--- config.mk ---
export PLATFORM = sky130hd
export DESIGN_NAME = alu_sequencer
export DESIGN_NICKNAME = d
export VERILOG_FILES = /design/src/rtl/alu_seq_pkg.sv /design/src/rtl/alu_sequencer_load_reg.sv /design/src/rtl/alu_sequencer.sv
export SDC_FILE = /design/constraint.sdc
export NUM_CORES = 1
export LEC_CHECK = 0
export BUFFER_PORTS_ARGS = -buffer_cell sky130_fd_sc_hd__buf_4
export CORE_MARGIN = 2
export CORE_UTILIZATION = 49
export DETAILED_ROUTE_END_ITERATION = 10
export PLACE_DENSITY = 0.85
export SYNTH_ARGS = -nofsm -noshare
export SYNTH_HDL_FRONTEND = slang
export SYNTH_SLANG_ARGS = --single-unit
export TNS_END_PERCENT = 20
--- constraint.sdc ---
create_clock -name clk -period 4.3 [get_ports clk]
set_input_delay 0.43 -clock clk [delete_from_list [all_inputs] [get_ports clk]]
set_output_delay 0.43 -clock clk [all_outputs]
set_load 0.02 [all_outputs]
--- src/rtl/alu_seq_pkg.sv ---
// Shared definitions for the ALU sequencer: FSM state encodings,
// ALU opcodes and the bit positions of the {Z,V,N} status word.
package alu_seq_pkg;

    typedef enum logic [2:0] {
        IDLE = 3'd0,
        RD_A = 3'd1,
        RD_B = 3'd2,
        EXEC = 3'd3,
        WB   = 3'd4
    } state_t;

    typedef enum logic [1:0] {
        OP_ADD = 2'b00,
        OP_SUB = 2'b01,
        OP_AND = 2'b10,
        OP_NOT = 2'b11
    } alu_op_t;

    localparam int STAT_Z = 2;
    localparam int STAT_V = 1;
    localparam int STAT_N = 0;

endpackage

--- src/rtl/alu_sequencer_load_reg.sv ---
// Generic register with load enable and asynchronous active-low reset.
// Used for the A, B, C operand/result registers and the status register.
module load_reg #(
    parameter int WIDTH = 16
) (
    input  logic             clk,
    input  logic             reset,
    input  logic             load,
    input  logic [WIDTH-1:0] d,
    output logic [WIDTH-1:0] q
);

    // Hold value unless load is asserted; reset clears to zero.
    always_ff @(posedge clk or negedge reset) begin
        if (!reset) begin
            q <= '0;
        end else if (load) begin
            q <= d;
        end
    end

endmodule

--- src/rtl/alu_sequencer.sv ---
// Multi-cycle controller running one ALU operation per command:
// read operands from the register file, execute, latch result/status,
// and write back (unless compare-only).
//
// Handshake: start is a command-valid strobe sampled only in IDLE; busy
// is the inverse of ready (high in every non-IDLE state), so a start seen
// while busy is dropped, never queued. done pulses for exactly one cycle
// in the final state of each command.
module alu_sequencer
    import alu_seq_pkg::*;
#(
    parameter int WIDTH = 16,
    parameter int AW    = 3
) (
    input  logic             clk,
    input  logic             reset,
    input  logic             start,
    input  logic [1:0]       op,
    input  logic             cmp,
    input  logic             use_imm,
    input  logic [WIDTH-1:0] imm,
    input  logic [AW-1:0]    rn,
    input  logic [AW-1:0]    rm,
    input  logic [AW-1:0]    rd,
    output logic [AW-1:0]    rf_readnum,
    input  logic [WIDTH-1:0] rf_rdata,
    output logic [AW-1:0]    rf_writenum,
    output logic             rf_write,
    output logic [WIDTH-1:0] rf_wdata,
    output logic [WIDTH-1:0] alu_a,
    output logic [WIDTH-1:0] alu_b,
    output logic [1:0]       alu_op,
    input  logic [WIDTH-1:0] alu_out,
    input  logic [2:0]       alu_z,
    output logic [2:0]       status,
    output logic             busy,
    output logic             done,
    output logic [2:0]       state_dbg
);

    state_t state_q, state_d;

    logic [1:0]    op_q;
    logic          cmp_q;
    logic          use_imm_q;
    logic [AW-1:0] rn_q, rm_q, rd_q;

    logic             a_load, b_load, c_load, s_load;
    logic [WIDTH-1:0] b_d;
    logic [WIDTH-1:0] a_q, b_q, c_q;

    // State register.
    always_ff @(posedge clk or negedge reset) begin
        if (!reset) begin
            state_q <= IDLE;
        end else begin
            state_q <= state_d;
        end
    end

    // Capture the command fields when a start is accepted in IDLE.
    always_ff @(posedge clk or negedge reset) begin
        if (!reset) begin
            op_q      <= '0;
            cmp_q     <= 1'b0;
            use_imm_q <= 1'b0;
            rn_q      <= '0;
            rm_q      <= '0;
            rd_q      <= '0;
        end else if (state_q == IDLE && start) begin
            op_q      <= op;
            cmp_q     <= cmp;
            use_imm_q <= use_imm;
            rn_q      <= rn;
            rm_q      <= rm;
            rd_q      <= rd;
        end
    end

    // Next-state logic and per-state control decode.
    always_comb begin
        state_d    = state_q;
        rf_readnum = '0;
        rf_write   = 1'b0;
        done       = 1'b0;
        a_load     = 1'b0;
        b_load     = 1'b0;
        b_d        = rf_rdata;
        c_load     = 1'b0;
        s_load     = 1'b0;
        case (state_q)
            IDLE: begin
                if (start) begin
                    // The immediate goes straight into B so no read cycle is spent on it.
                    if (use_imm) begin
                        b_load = 1'b1;
                        b_d    = imm;
                    end
                    // NOT only consumes B, so the A read is skipped.
                    if (op != OP_NOT)  state_d = RD_A;
                    else if (!use_imm) state_d = RD_B;
                    else               state_d = EXEC;
                end
            end
            RD_A: begin
                rf_readnum = rn_q;
                a_load     = 1'b1;
                state_d    = use_imm_q ? EXEC : RD_B;
            end
            RD_B: begin
                rf_readnum = rm_q;
                b_load     = 1'b1;
                state_d    = EXEC;
            end
            EXEC: begin
                c_load = 1'b1;
                s_load = 1'b1;
                if (cmp_q) begin
                    done    = 1'b1;
                    state_d = IDLE;
                end else begin
                    state_d = WB;
                end
            end
            WB: begin
                rf_write = 1'b1;
                done     = 1'b1;
                state_d  = IDLE;
            end
            default: state_d = IDLE;
        endcase
    end

    load_reg #(.WIDTH(WIDTH)) u_a_reg (
        .clk(clk), .reset(reset), .load(a_load), .d(rf_rdata), .q(a_q)
    );

    load_reg #(.WIDTH(WIDTH)) u_b_reg (
        .clk(clk), .reset(reset), .load(b_load), .d(b_d), .q(b_q)
    );

    load_reg #(.WIDTH(WIDTH)) u_c_reg (
        .clk(clk), .reset(reset), .load(c_load), .d(alu_out), .q(c_q)
    );

    load_reg #(.WIDTH(3)) u_status_reg (
        .clk(clk), .reset(reset), .load(s_load), .d(alu_z), .q(status)
    );

    // Datapath-facing outputs are straight register taps.
    always_comb begin
        busy        = (state_q != IDLE);
        rf_writenum = rd_q;
        rf_wdata    = c_q;
        alu_a       = a_q;
        alu_b       = b_q;
        alu_op      = op_q;
        state_dbg   = state_q;
    end

endmodule

==> Yosys cells after proc, flatten, opt, wreduce, memory -nomap -nowiden <==
Index checks and enable logic that the tools add are counted.
{ "classes": {"mux": 18, "n_reduce_logical": 3, "eq_ne": 6} }
{ "ops": {"columns": ["op", "count"], "rows": [
  ["$mux 16", 3],
  ["$pmux 3 s4", 1],
  ["$mux 1", 8],
  ["$eq 3x2->1 const B", 2],
  ["$mux 3", 2],
  ["$pmux 3 s2", 1],
  ["$ne 2x2->1 const B", 2],
  ["$pmux 1 s2", 2],
  ["$eq 3x1->1 const B", 1],
  ["$eq 3x3->1 const B", 1],
  ["$logic_not 3->1", 1],
  ["$reduce_bool 3->1", 1],
  ["$mux 2", 1],
  ["$logic_and 1x1->1", 1]
]} }
{ "totals": {"out_inout_bits": 65, "in_bits": 67, "word_cells": 38, "ff_bits": 67} }

==> Longest topological paths before layout <==
{ "logic_depth": {"ltp_word": 4, "depth_mapped": 6, "mapped_depth_nobuf": 3} }

==> Hierarchy <==
A second synthesis with hierarchy kept.
{ "hier_totals": {"cells_unflattened": 186, "hier_area_um2": 3021.6} }
{ "by_module_without_submodules": {"columns": ["mod", "area_each_um2", "cells_per_inst", "seq_area_each_um2", "n_inst"], "rows": [
  ["load_reg (u_a_reg ...)", 649.4, 34, 400.4, 3],
  ["alu_sequencer", 964.7, 78, 400.4, 1],
  ["load_reg (u_status_reg)", 108.9, 6, 75.1, 1]
]} }

==> Worst setup path before layout <==
Ideal clock, no wire load.
{ "synth_timing": {"kind": "register -> output", "startpoint": "register state_q[0], in the netlist state_dbg[0]", "endpoint": "output done", "required_ns": 3.870, "n_path_buf": 1, "path_stages_with_launch": 4, "path_slack_ns": 2.330, "arrival_time_ns": 1.540, "cell_sequence": "dfrtp_1 buf_2 nor3b_1 o21bai_1"} }
{ "synth_between": {"elab_chain_len": 2, "elab_cells_between_ends": 3, "cone_classes": "2 x eq/ne; 1 x mux"} }
{ "synth_rtl": {"columns": ["item", "line", "rtl"], "rows": [
  ["start: declaration", "alu_sequencer.sv:41", "state_t state_q, state_d;"],
  ["start signal: assignment", "alu_sequencer.sv:57", "state_q <= state_d;"],
  ["$eq 3x3->1 / $eq 3x2->1 (equally long branches)", "alu_sequencer.sv:91", "case (state_q)"],
  ["$pmux 1 s2 (*)", "alu_sequencer.sv:91", null],
  ["end: declaration", "alu_sequencer.sv:37", "output logic done,"]
]} }
Every way passes the cells marked *; elsewhere a longest branch is shown, timed or not.

==> Worst setup path after layout <==
{ "layout_timing": {"startpoint": "register state_q[1], in the netlist state_dbg[1]", "endpoint": "output done"} }
The elaborated chain is that of the path after synthesis.

==> metrics.txt <==
# fillers=roughly 400; RePlAce Congestion=approximately 0.82; pin slew with the least headroom to its limit=between 0.9 and 1 ns; critical path class=reg -> out; Detail Placement HPWL=roughly 4.4 mm; boundary pin count=132; initial antenna violation count=0; max-cap violation count=0; per-instance average area after synthesis=~15 sq um; register-to-register path setup slack=between 2 and 2.5 ns; die area=about 6000 sq um; sum of routed wire length over all layers=around 6 mm; Buffers & Inverters on Critical Path=1; net count reported at finish=around 380; Worst setup SP type=flip-flop; cell with the largest stage delay on the worst path=nand3b_1; synth cell count leaders=67 x dfrtp_1, 44 x mux2_2, 17 x and2_1, 16 x a221o_1, 7 x buf_2; kind of capture point of the worst setup path=primary output; setup TNS=0 ns; flops & latches, synth=67; share of Yosys cell area claimed by the top area cell type=0.618; Iteration-0 DRC Markers=between 80 and 90; setup repair after global routing missed its margin=false; Worst Path Arrival=between 2 and 2.5 ns; ys flop type=dfrtp_1; total number of H-tree levels=3; most area-hungry cell type in the Yosys netlist=dfrtp_1; number of hold-repair buffers added at the cts stage=0; Final Hold Violating Endpoints=0; overall overflow remaining after global route=0; result of the run=finished, final reports clean; TritonCTS sink count=between 60 and 70; endpoint of the worst-slack reg-to-reg timing path=u_status_reg.q[0]; fraction of the yosys area taken by sequential cells=0.618; Core Box Area=5440 sq um; family of cells with the greatest summed delay on the critical path=simple AND/OR/NAND/NOR gates; buffer type at the clock tree root=clkbuf_8; die outline width=about 78 um; maximum cell stage delay along the critical path=between 0.7 and 0.8 ns; static leakage=roughly 0.0019 uW; number of vias after detailed routing=around 2,000; CP Data Required Time=between 3 and 4 ns; netlist area before placement=2710 sq um; peak ir drop on the vdd network=0.587 mV; layout cells sized above 1=0.606; Post-CTS Setup Repair Bufs=0; Initial DRT Pass Iterations=4; crit path cell chain=nand3b_1 > o21bai_1 > buf_4; total of cells resized after clock tree synthesis=0; vias per cell=around 5.1; die outline height=a little under 80 um; crit path max fanout=21; maximum number of pins on one net before global-route repair=between 60 and 70; I/O Buffers=~130; TritonCTS buffer count=9; share of synthesized flip-flops with an asynchronous set or reset=1.00; Register-to-Register Path Depth=2; setup violators final=0; shortest period the worst path allows=2.65 ns; worst-skew pair later-pin latency=approximately 0.33 ns; WL/cell=about 15 um; distinct cell type count after synthesis=27; power density cells=between 800 and 900 nW/um^2; DR DRC count=0; overall routing resource usage=0.207; Slew HR=0.358; final max-slew violation count=0; number of flops mapped to enable cells by yosys=0; clock transition at the register clock pins on the worst setup and hold paths after CTS=approximately 0.070 ns; diode insertion count for antenna repair=0; Initial Utilization=0.499; TritonCTS clock tree=built; number of cells produced by synthesis=184; f_max=378 MHz; Synth Warn #=0; final core utilization=0.720; most instantiated library cell after synthesis=dfrtp_1; clock buffer depth=2; Setup Skew=0.00579 ns; ANT nets after route=0; first-pass GRT wire length=between 9 and 10 mm; FF-to-FF Start=state_dbg[1]; row cnt=27; Syn-to-layout area delta=44.3%; Area contributors post-synth=dfrtp_1 62%, mux2_2 18%, a221o_1 5.9%; crit share post-route=0.615; number of nets produced by synthesis=251; path type of the worst min-delay path=in -> async; vias in the first global route=2,129
-- logic make-up after synthesis --
group | synth area share
AOI/OAI and AO/OA | 0.0894
DFF | 0.618
and+or+nand+nor | 0.0705
muxes | 0.191
buffers and inverters | 0.0313
-- flip-flops by register name, summed over array words and instances, names as in the netlist --
signal          count
rm_q                3
u_status_reg.q      3
u_b_reg.q          16
u_a_reg.q          16
alu_op              2
rn_q                3
u_c_reg.q          16
state_dbg           3
cmp_q               1
rf_writenum         3
use_imm_q           1
-- worst max path at each step --
stage	depth (start not counted)	slack, ns	start	to
2_1_floorplan	3	2.33	state_dbg[0]	done
6_report	3	1.65	state_dbg[1]	done
4_1_cts	3	1.61	state_dbg[1]	done
3_5_place_dp	3	2.00	state_dbg[1]	done
5_1_grt	3	1.38	state_dbg[1]	done
3_3_place_gp	3	2.04	state_dbg[1]	done
-- routing by layer --
layer  track usage  routed length [um]  vias up
met5             0                   0        -
met4         0.105                  68        0
met3        0.0874                 660       10
met2         0.325                2990       95
met1         0.244                2290      965
li1              -                   -      934
-- layout make-up --
| class | count | area (sq um) | share of cell area |
|---|---|---|---|
| clock buffer | 11 | 141 | 0.0361 |
| clock inverter | 5 | 52.6 | 0.0134 |
| inverter | 2 | 7.51 | 0.00192 |
| multi-input combinational | 103 | 957 | 0.244 |
| sequential | 67 | 1680 | 0.428 |
| tap | 72 | 90.1 | 0.0230 |
| timing repair buffer | 132 | 991 | 0.253 |
-- power breakdown --
part	switching (uW)	internal [uW]
clock network	230	281
registers	207	957
logic	814	841
total	1250	2080
-- stage by stage --
step / cells / power, uW / hold WS [ns] / setup WS (ns) / instance area (sq um)
global placement: 376 / 2800 / 0.411 / 2.04 / 3720
floorplan: 184 / 2180 / 0.134 / 2.33 / 2710
finish: 392 / 3330 / 0.174 / 1.65 / 3920
CTS: 392 / 3370 / 0.210 / 1.61 / 3920
detailed placement: 376 / 2850 / 0.430 / 2.00 / 3720
global route: 392 / 3530 / 0.249 / 1.38 / 3920
-- placed cells by master, fill, tap and decap left out --
cell type	n
buf_4	132
a311oi_1	1
clkbuf_1	1
and2_1	17
nand3b_1	2
and3_1	1
a21oi_1	2
a22o_1	3
bufinv_16	1
o21bai_1	1
nand2_1	1
a311o_1	1
nor3b_1	1
a221o_1	16
nand3_1	1
nor3b_2	2
o21ai_0	1
a21o_1	1
clkinvlp_4	1
mux2_2	44
clkbuf_8	10
mux2_1	2
inv_1	2
nor2_1	3
a211oi_1	1
dfrtp_1	67
nor3_2	1
clkinv_2	3
or3_1	1
-- worst reg2reg max path, delay by kind of cell, from the launching register on --
family	cells	cell delay, ns
flip-flops	1	0.55
multiplexers	1	0.56
AND/OR/NAND/NOR	1	0.72
Note: power is estimated with default switching activity, not from simulation.
